File: config.mk
export PLATFORM = sky130hd
export DESIGN_NAME = clock_time_ctrl_flat
export DESIGN_NICKNAME = d
export VERILOG_FILES = /design/src/rtl/clock_time_ctrl_if.sv /design/src/rtl/clock_time_ctrl.sv /design/src/flat_wrapper.sv
export SDC_FILE = /design/constraint.sdc
export NUM_CORES = 1
export LEC_CHECK = 0
export ABC_AREA = 0
export CAP_MARGIN = 10
export CORE_AREA = 3 3 47 70
export CTS_BUF_LIST = sky130_fd_sc_hd__clkbuf_8
export DETAILED_ROUTE_END_ITERATION = 12
export DIE_AREA = 0 0 50 73
export PLACE_DENSITY = 0.84
export SYNTH_ARGS = -nofsm -noshare
export SYNTH_HDL_FRONTEND = slang
export SYNTH_SLANG_ARGS = --single-unit
File: constraint.sdc
create_clock -name sysclk -period 4.1 [get_ports sysclk]
set_clock_uncertainty 0.15 [all_clocks]
set_input_delay 0.41 -clock sysclk [delete_from_list [all_inputs] [get_ports sysclk]]
set_output_delay 0.41 -clock sysclk [all_outputs]
set_load 0.005 [all_outputs]
File: src/rtl/clock_time_ctrl_if.sv
// Bundle between the clock time controller and its neighbours: the 1 s tick
// source, the debounced buttons and the 4-digit display mux.
// Signalling: tick1s is a one-sysclk-wide enable pulse. btnMode and btnInc
// are levels synchronous to sysclk. A rising edge of a button level is one
// request. The controller has no ready/backpressure and accepts every request
// on the edge it is sampled. All display outputs are levels that update after
// a rising sysclk edge, or immediately on reset.
interface clock_time_ctrl_if;
  logic       tick1s;
  logic       btnMode;
  logic       btnInc;
  logic [3:0] hTens;
  logic [3:0] hOnes;
  logic [3:0] mTens;
  logic [3:0] mOnes;
  logic [3:0] blank;
  logic [1:0] mode;
  logic       pm;

  // Driver side: tick source, buttons, display consumer.
  modport master (
    output tick1s, btnMode, btnInc,
    input  hTens, hOnes, mTens, mOnes, blank, mode, pm
  );

  // Controller side.
  modport slave (
    input  tick1s, btnMode, btnInc,
    output hTens, hOnes, mTens, mOnes, blank, mode, pm
  );
endinterface

File: src/rtl/clock_time_ctrl.sv
// Time-keeping and set-mode controller for a 4-digit 7-segment clock.
// Keeps 24-hour time as BCD digits and advances it on the 1 s tick.
// btnMode cycles through RUN -> SET_HOUR -> SET_MIN -> RUN.
// btnInc bumps the field being set, and the field being set blinks.
// Optional macro CLOCK_TIME_CTRL_12H_EN: shows the hour in 12-hour form with a
// PM flag. Internal time stays 24-hour.
module clock_time_ctrl #(
  parameter int INIT_HOUR = 12,
  parameter int INIT_MIN  = 0
) (
  input  logic              sysclk,
  input  logic              rst_n,
  clock_time_ctrl_if.slave  bus
);

  typedef enum logic [1:0] {
    RUN      = 2'b00,
    SET_HOUR = 2'b01,
    SET_MIN  = 2'b10
  } state_e;

  localparam logic [3:0] INIT_HT = 4'(INIT_HOUR / 10);
  localparam logic [3:0] INIT_HO = 4'(INIT_HOUR % 10);
  localparam logic [3:0] INIT_MT = 4'(INIT_MIN / 10);
  localparam logic [3:0] INIT_MO = 4'(INIT_MIN % 10);

  state_e     state_q, state_d;
  logic [5:0] sec_q, sec_d;
  logic [3:0] ht_q, ht_d;
  logic [3:0] ho_q, ho_d;
  logic [3:0] mt_q, mt_d;
  logic [3:0] mo_q, mo_d;
  logic       phase_q, phase_d;
  logic       btn_mode_q;
  logic       btn_inc_q;

  logic       ev_mode;
  logic       ev_inc;

  assign ev_mode = bus.btnMode & ~btn_mode_q;
  assign ev_inc  = bus.btnInc  & ~btn_inc_q;

  // State, time digits, blink phase and button history registers.
  always_ff @(posedge sysclk or negedge rst_n) begin
    if (!rst_n) begin
      state_q    <= RUN;
      sec_q      <= '0;
      ht_q       <= INIT_HT;
      ho_q       <= INIT_HO;
      mt_q       <= INIT_MT;
      mo_q       <= INIT_MO;
      phase_q    <= 1'b0;
      btn_mode_q <= 1'b0;
      btn_inc_q  <= 1'b0;
    end else begin
      state_q    <= state_d;
      sec_q      <= sec_d;
      ht_q       <= ht_d;
      ho_q       <= ho_d;
      mt_q       <= mt_d;
      mo_q       <= mo_d;
      phase_q    <= phase_d;
      btn_mode_q <= bus.btnMode;
      btn_inc_q  <= bus.btnInc;
    end
  end

  // Next state: time advance in RUN, field increments in the SET states.
  // A mode event takes priority over an increment on the same edge.
  always_comb begin
    state_d = state_q;
    sec_d   = sec_q;
    ht_d    = ht_q;
    ho_d    = ho_q;
    mt_d    = mt_q;
    mo_d    = mo_q;
    phase_d = phase_q;

    case (state_q)
      RUN: begin
        // The tick is applied even when a mode event arrives on the same edge.
        if (bus.tick1s) begin
          if (sec_q == 6'd59) begin
            sec_d = '0;
            if (mo_q == 4'd9) begin
              mo_d = 4'd0;
              if (mt_q == 4'd5) begin
                mt_d = 4'd0;
                if (ht_q == 4'd2 && ho_q == 4'd3) begin
                  ht_d = 4'd0;
                  ho_d = 4'd0;
                end else if (ho_q == 4'd9) begin
                  ho_d = 4'd0;
                  ht_d = ht_q + 4'd1;
                end else begin
                  ho_d = ho_q + 4'd1;
                end
              end else begin
                mt_d = mt_q + 4'd1;
              end
            end else begin
              mo_d = mo_q + 4'd1;
            end
          end else begin
            sec_d = sec_q + 6'd1;
          end
        end
        if (ev_mode) begin
          state_d = SET_HOUR;
          phase_d = 1'b0;
        end
      end

      SET_HOUR: begin
        if (ev_mode) begin
          state_d = SET_MIN;
          phase_d = 1'b0;
        end else if (ev_inc) begin
          phase_d = 1'b0;
          if (ht_q == 4'd2 && ho_q == 4'd3) begin
            ht_d = 4'd0;
            ho_d = 4'd0;
          end else if (ho_q == 4'd9) begin
            ho_d = 4'd0;
            ht_d = ht_q + 4'd1;
          end else begin
            ho_d = ho_q + 4'd1;
          end
        end else if (bus.tick1s) begin
          phase_d = ~phase_q;
        end
      end

      SET_MIN: begin
        if (ev_mode) begin
          state_d = RUN;
          sec_d   = '0;
          phase_d = 1'b0;
        end else if (ev_inc) begin
          // Minute wraps without carrying into the hour.
          phase_d = 1'b0;
          if (mo_q == 4'd9) begin
            mo_d = 4'd0;
            mt_d = (mt_q == 4'd5) ? 4'd0 : mt_q + 4'd1;
          end else begin
            mo_d = mo_q + 4'd1;
          end
        end else if (bus.tick1s) begin
          phase_d = ~phase_q;
        end
      end

      default: begin
        state_d = RUN;
      end
    endcase
  end

  logic blink_hour;
  logic blink_min;

  assign blink_hour = (state_q == SET_HOUR) & phase_q;
  assign blink_min  = (state_q == SET_MIN)  & phase_q;

`ifdef CLOCK_TIME_CTRL_12H_EN
  logic [4:0] hour_bin;
  logic [4:0] disp_bin;
  logic [3:0] disp_tens;
  logic [3:0] disp_ones;

  // Map the 24-hour value onto 12-hour display digits and the PM flag.
  always_comb begin
    hour_bin = 5'({1'b0, ht_q} * 5'd10) + {1'b0, ho_q};
    if (hour_bin == 5'd0) begin
      disp_bin = 5'd12;
    end else if (hour_bin > 5'd12) begin
      disp_bin = hour_bin - 5'd12;
    end else begin
      disp_bin = hour_bin;
    end
    if (disp_bin >= 5'd10) begin
      disp_tens = 4'd1;
      disp_ones = 4'(disp_bin - 5'd10);
    end else begin
      disp_tens = 4'd0;
      disp_ones = 4'(disp_bin);
    end
  end

  assign bus.hTens = disp_tens;
  assign bus.hOnes = disp_ones;
  assign bus.pm    = (hour_bin >= 5'd12);
  // A leading zero on the hour is never lit in 12-hour form.
  assign bus.blank = {blink_hour | (disp_tens == 4'd0), blink_hour,
                      blink_min, blink_min};
`else
  assign bus.hTens = ht_q;
  assign bus.hOnes = ho_q;
  assign bus.pm    = 1'b0;
  assign bus.blank = {blink_hour, blink_hour, blink_min, blink_min};
`endif

  assign bus.mTens = mt_q;
  assign bus.mOnes = mo_q;
  assign bus.mode  = state_q;

endmodule

File: src/flat_wrapper.sv
// flat-port wrapper written by rule: the top's interface ports become plain ports
module clock_time_ctrl_flat 
#(
  parameter int INIT_HOUR = 12,
  parameter int INIT_MIN  = 0
)
  (sysclk, rst_n, bus_tick1s, bus_btnMode, bus_btnInc, bus_hTens, bus_hOnes, bus_mTens, bus_mOnes, bus_blank, bus_mode, bus_pm);
  clock_time_ctrl_if bus_i ();
  input  logic sysclk;
  input  logic rst_n;
  input wire logic [$bits(bus_i.tick1s)-1:0] bus_tick1s;
  input wire logic [$bits(bus_i.btnMode)-1:0] bus_btnMode;
  input wire logic [$bits(bus_i.btnInc)-1:0] bus_btnInc;
  output wire logic [$bits(bus_i.hTens)-1:0] bus_hTens;
  output wire logic [$bits(bus_i.hOnes)-1:0] bus_hOnes;
  output wire logic [$bits(bus_i.mTens)-1:0] bus_mTens;
  output wire logic [$bits(bus_i.mOnes)-1:0] bus_mOnes;
  output wire logic [$bits(bus_i.blank)-1:0] bus_blank;
  output wire logic [$bits(bus_i.mode)-1:0] bus_mode;
  output wire logic [$bits(bus_i.pm)-1:0] bus_pm;
  assign bus_i.tick1s = bus_tick1s;
  assign bus_i.btnMode = bus_btnMode;
  assign bus_i.btnInc = bus_btnInc;
  assign bus_hTens = bus_i.hTens;
  assign bus_hOnes = bus_i.hOnes;
  assign bus_mTens = bus_i.mTens;
  assign bus_mOnes = bus_i.mOnes;
  assign bus_blank = bus_i.blank;
  assign bus_mode = bus_i.mode;
  assign bus_pm = bus_i.pm;
  clock_time_ctrl #(.INIT_HOUR(INIT_HOUR), .INIT_MIN(INIT_MIN)) u_core (.sysclk(sysclk), .rst_n(rst_n), .bus(bus_i));
endmodule
==> out/qor.txt <==
STATUS
-------------------------------------------------------------------------------------
Status .................................................................    completed

FINAL LAYOUT
-------------------------------------------------------------------------------------
Number of standard cells in the final layout excluding fillers .........          222
Nets ...................................................................          201
Number of fill cells ...................................................          218
Share of layout cells above drive strength 1 ...........................        9.73%
Number of diodes .......................................................            0
Area growth syn-to-layout ..............................................        21.3%

CRITICAL PATH
-------------------------------------------------------------------------------------
WS Path Type ........................................................... flop to primary output
Crit Reg-Reg Startpoint ................................................ u_core.bus.hOnes[1]$_DFFE_PN1P_
Worst reg2reg path endpoint ............................................ u_core.bus.hTens[1]$_DFFE_PN0P_
First element of the critical path ..................................... u_core.bus.mode[0]$_DFFE_PN0P_
Cell count of the worst reg-to-reg path ................................            6
Worst Path Required ....................................................      3.54 ns
Setup crit end ......................................................... bus_blank[1]
Setup slack of the most critical reg-to-reg path .......................      1.67 ns
CP arrival .............................................................      1.89 ns
Maximum fanout along the worst path ....................................            8
Kind of end point of the critical path ................................. primary output
Nature of the critical path startpoint .................................         flop

FLOORPLANNING
-------------------------------------------------------------------------------------
Horizontal die dimension ...............................................        50 um
Number of placement rows ...............................................           23
Starting utilization of the core area ..................................        57.3%
Die outline area .......................................................     3650 um2
Die height .............................................................        73 um
I/O pins ...............................................................           28
Area of the core .......................................................     2730 um2

YOSYS
-------------------------------------------------------------------------------------
Post-Synthesis Mean Instance Area ......................................     9.66 um2
Post-synthesis compound-gate area fraction .............................        14.4%
Number of instances in the synthesized netlist .........................          162
Xor and xnor fraction of the mapped netlist area .......................        2.80%
Post-synthesis sequential area ratio ...................................        43.3%
Net Count, Synth .......................................................          177
Multiplexer area fraction after synthesis ..............................        4.96%
Most instantiated cells after synthesis ................................ 25 x sky130_fd_sc_hd__dfrtp_1, 13 x sky130_fd_sc_hd__nor2_1, 13 x sky130_fd_sc_hd__o21ai_0, 11 x sky130_fd_sc_hd__inv_1
Number of distinct library cells after synthesis .......................           40
Ys Warns ...............................................................            0
Most used flip-flop cell after synthesis ............................... sky130_fd_sc_hd__dfrtp_1
Area contributors post-synth ........................................... sky130_fd_sc_hd__dfrtp_1 40%, sky130_fd_sc_hd__ha_1 8.0%, sky130_fd_sc_hd__mux2_2 4.3%, sky130_fd_sc_hd__o21ai_0 4.2%, sky130_fd_sc_hd__dfstp_2 3.4%
Number of enable-type register cells in the synthesized netlist ........            0
Post-synthesis share of cell area spent on and, or, nand and nor gates .        20.1%
Register bit total from synthesis ......................................           27
Count leader, synth .................................................... sky130_fd_sc_hd__dfrtp_1
Largest family of logic cells by synthesized area ...................... simple AND/OR/NAND/NOR gates
Adder-cell area share of the yosys netlist .............................        7.99%
Mapped cell area .......................................................     1570 um2
Post-synthesis async set-or-reset flop share ...........................         100%
Cell taking the most area after synthesis .............................. sky130_fd_sc_hd__dfrtp_1
Share of the synthesized area in the top cell type .....................        40.0%

STA
-------------------------------------------------------------------------------------
Setup TNS ..............................................................         0 ns
Setup repair after global routing missed its margin ....................        false
Count of endpoints failing setup in the final report ...................            0
Pins Over Slew Limit ...................................................            0
Period Utilization, post-route .........................................        59.8%
Slew of the pin with the lowest slew margin ............................     0.716 ns
Count of final hold-check violations ...................................            0
Timing-limited maximum frequency .......................................      408 MHz
Final min period .......................................................      2.45 ns
Relative max-transition margin .........................................        51.7%
Hold WS ................................................................     0.267 ns

GLOBAL ROUTE
-------------------------------------------------------------------------------------
Number of global-route vias before repair ..............................         1261
First-pass GRT wire length .............................................      5670 um
All-layer global routing usage .........................................        20.1%
Initial antenna violation count ........................................            0
Pin count of the biggest net entering global routing ...................           27
Total congestion overflow ..............................................            0

CTS
-------------------------------------------------------------------------------------
Deepest level of the CTS H-tree ........................................            1
Number of setup buffers added after CTS ................................            0
TritonCTS clock tree ...................................................          yes
CTS clk-pin slew, worst paths ..........................................      0.10 ns
Number of buffers on the longest clock path ............................            2
Post-CTS Hold Buffers ..................................................            0
Number of clock sinks seen by CTS ......................................           27
Number of buffers added by the clock tree synthesis step ...............            3
Clock latency of the later-clocked register in the worst-skew pair .....      0.28 ns
Number of gates resized after CTS ......................................            0
Clock Tree Root ........................................................ sky130_fd_sc_hd__clkbuf_8

PWR
-------------------------------------------------------------------------------------
Cell internal power dissipation ........................................     0.757 mW
Power per cell area ....................................................   656 nW/um2
Sum of internal, switching and leakage power ...........................      1.24 mW
Net switching share of the total power .................................        39.2%
Leak ...................................................................     0.813 nW
Peak supply drop .......................................................     0.456 mV
Seq pwr share ..........................................................        38.9%
Switch Pwr .............................................................     0.487 mW
Proportion of power drawn by the clock network .........................        12.6%
Proportion of power drawn by combinational gates .......................        48.5%

DETAILED ROUTING
-------------------------------------------------------------------------------------
Antenna Nets Post-Route ................................................            0
Average wire per cell in the routed design .............................      14.5 um
DR iter-0 viols ........................................................           34
Final WL ...............................................................      3220 um
Detailed-router iteration count before antenna repair ..................            4
Vias/cell ..............................................................         5.60
Detailed-route via count ...............................................         1244
Residual DRC count .....................................................            0

PLACE
-------------------------------------------------------------------------------------
Placed wire-length estimate after detailed placement ...................      2460 um
Count of buffers inserted at the top-level ports .......................           26
Cell count after placement .............................................          217
Routability cong. ......................................................        0.775

WORST HOLD PATH
-------------------------------------------------------------------------------------
Type of the worst min-delay path ....................................... primary input to async pin

RUN
-------------------------------------------------------------------------------------
MaxCap Viol Count ......................................................            0

## layer usage
layer	wire, um	vias up	track usage (%)
met5	0	-	0
met2	1750	38	39.1
li1	-	604	-
met3	130	4	3.27
met4	38	0	5.54
met1	1300	598	21.6
## layout by cell type, fill, tap and decap left out, drive strengths merged, types with 3 or more instances in the layout
master         count
nor3               4
clkdlybuf4s50     26
nand2             10
mux2               6
dfrtp             25
clkbuf             3
nor2b              4
nor2              13
inv               11
o21a               3
o31ai              4
nand2b             5
o21ai             14
ha                10
nand3              9
xor2               3
and2               4
## how the worst min path moves through the flow
stage / slack [ns] / end / cells past startpoint
CTS: 0.35 / u_core.bus.mTens[0]$_DFFE_PN0P_ / 1
global placement: 0.33 / u_core.bus.mTens[3]$_DFFE_PN0P_ / 1
floorplan: -0.04 / u_core.btn_inc_q$_DFF_PN0_ / 0
global route: 0.30 / u_core.bus.hOnes[0]$_DFFE_PN0P_ / 1
detailed placement: 0.34 / u_core.bus.mTens[0]$_DFFE_PN0P_ / 1
finish: 0.27 / u_core.bus.hOnes[0]$_DFFE_PN0P_ / 1
## final cells by class
class	count	area, um2	area share (%)
repair buffers	28	295	15.6
flip-flops and latches	27	678	35.7
multi-input cells	115	791	41.7
clock inverters	1	5.00	0.264
clock buffers	3	41.3	2.18
well taps	37	46.3	2.44
inverters	11	41.3	2.18
## cell families after synthesis
group,count (synthesis)
DFF,27
other,1
adders and majority gates,10
buffers and inverters,20
AOI/OAI and AO/OA,33
muxes,7
and+or+nand+nor,59
xor gates and xnor gates,5
## through the flow
step	setup slack, ns	instance area (um2)	utilization (%)
detailed placement	1.44	1820	66.7
global route	1.47	1900	69.4
finish	1.65	1900	69.4
global placement	1.50	1820	66.7
floorplan	1.77	1570	-
CTS	1.65	1870	68.4
## registers in the layout, summed over array words and instances, names as in the netlist
register,flops
u_core.sec_q,6
u_core.bus.hOnes,4
u_core.bus.hTens,4
u_core.bus.mOnes,4
u_core.bus.mTens,4
u_core.bus.mode,2
u_core.btn_inc_q,1
u_core.btn_mode_q,1
u_core.phase_q,1
## power groups by stage
stage	Clock (mW)	Combinational, mW	Sequential [mW]
2_1_floorplan	0	0.369	0.471
3_3_place_gp	0	0.570	0.477
3_5_place_dp	0	0.602	0.487
4_1_cts	0.158	0.603	0.483
5_1_grt	0.167	0.682	0.503
6_report	0.157	0.604	0.484
## critical path, stage by stage (launching register included)
cell and delay [ns]:
sky130_fd_sc_hd__dfrtp_1 0.46, sky130_fd_sc_hd__inv_1 0.11, sky130_fd_sc_hd__ha_1 0.33, sky130_fd_sc_hd__and2_1 0.20
sky130_fd_sc_hd__clkdlybuf4s50_1 0.51
(Power assumes the default switching activity.)
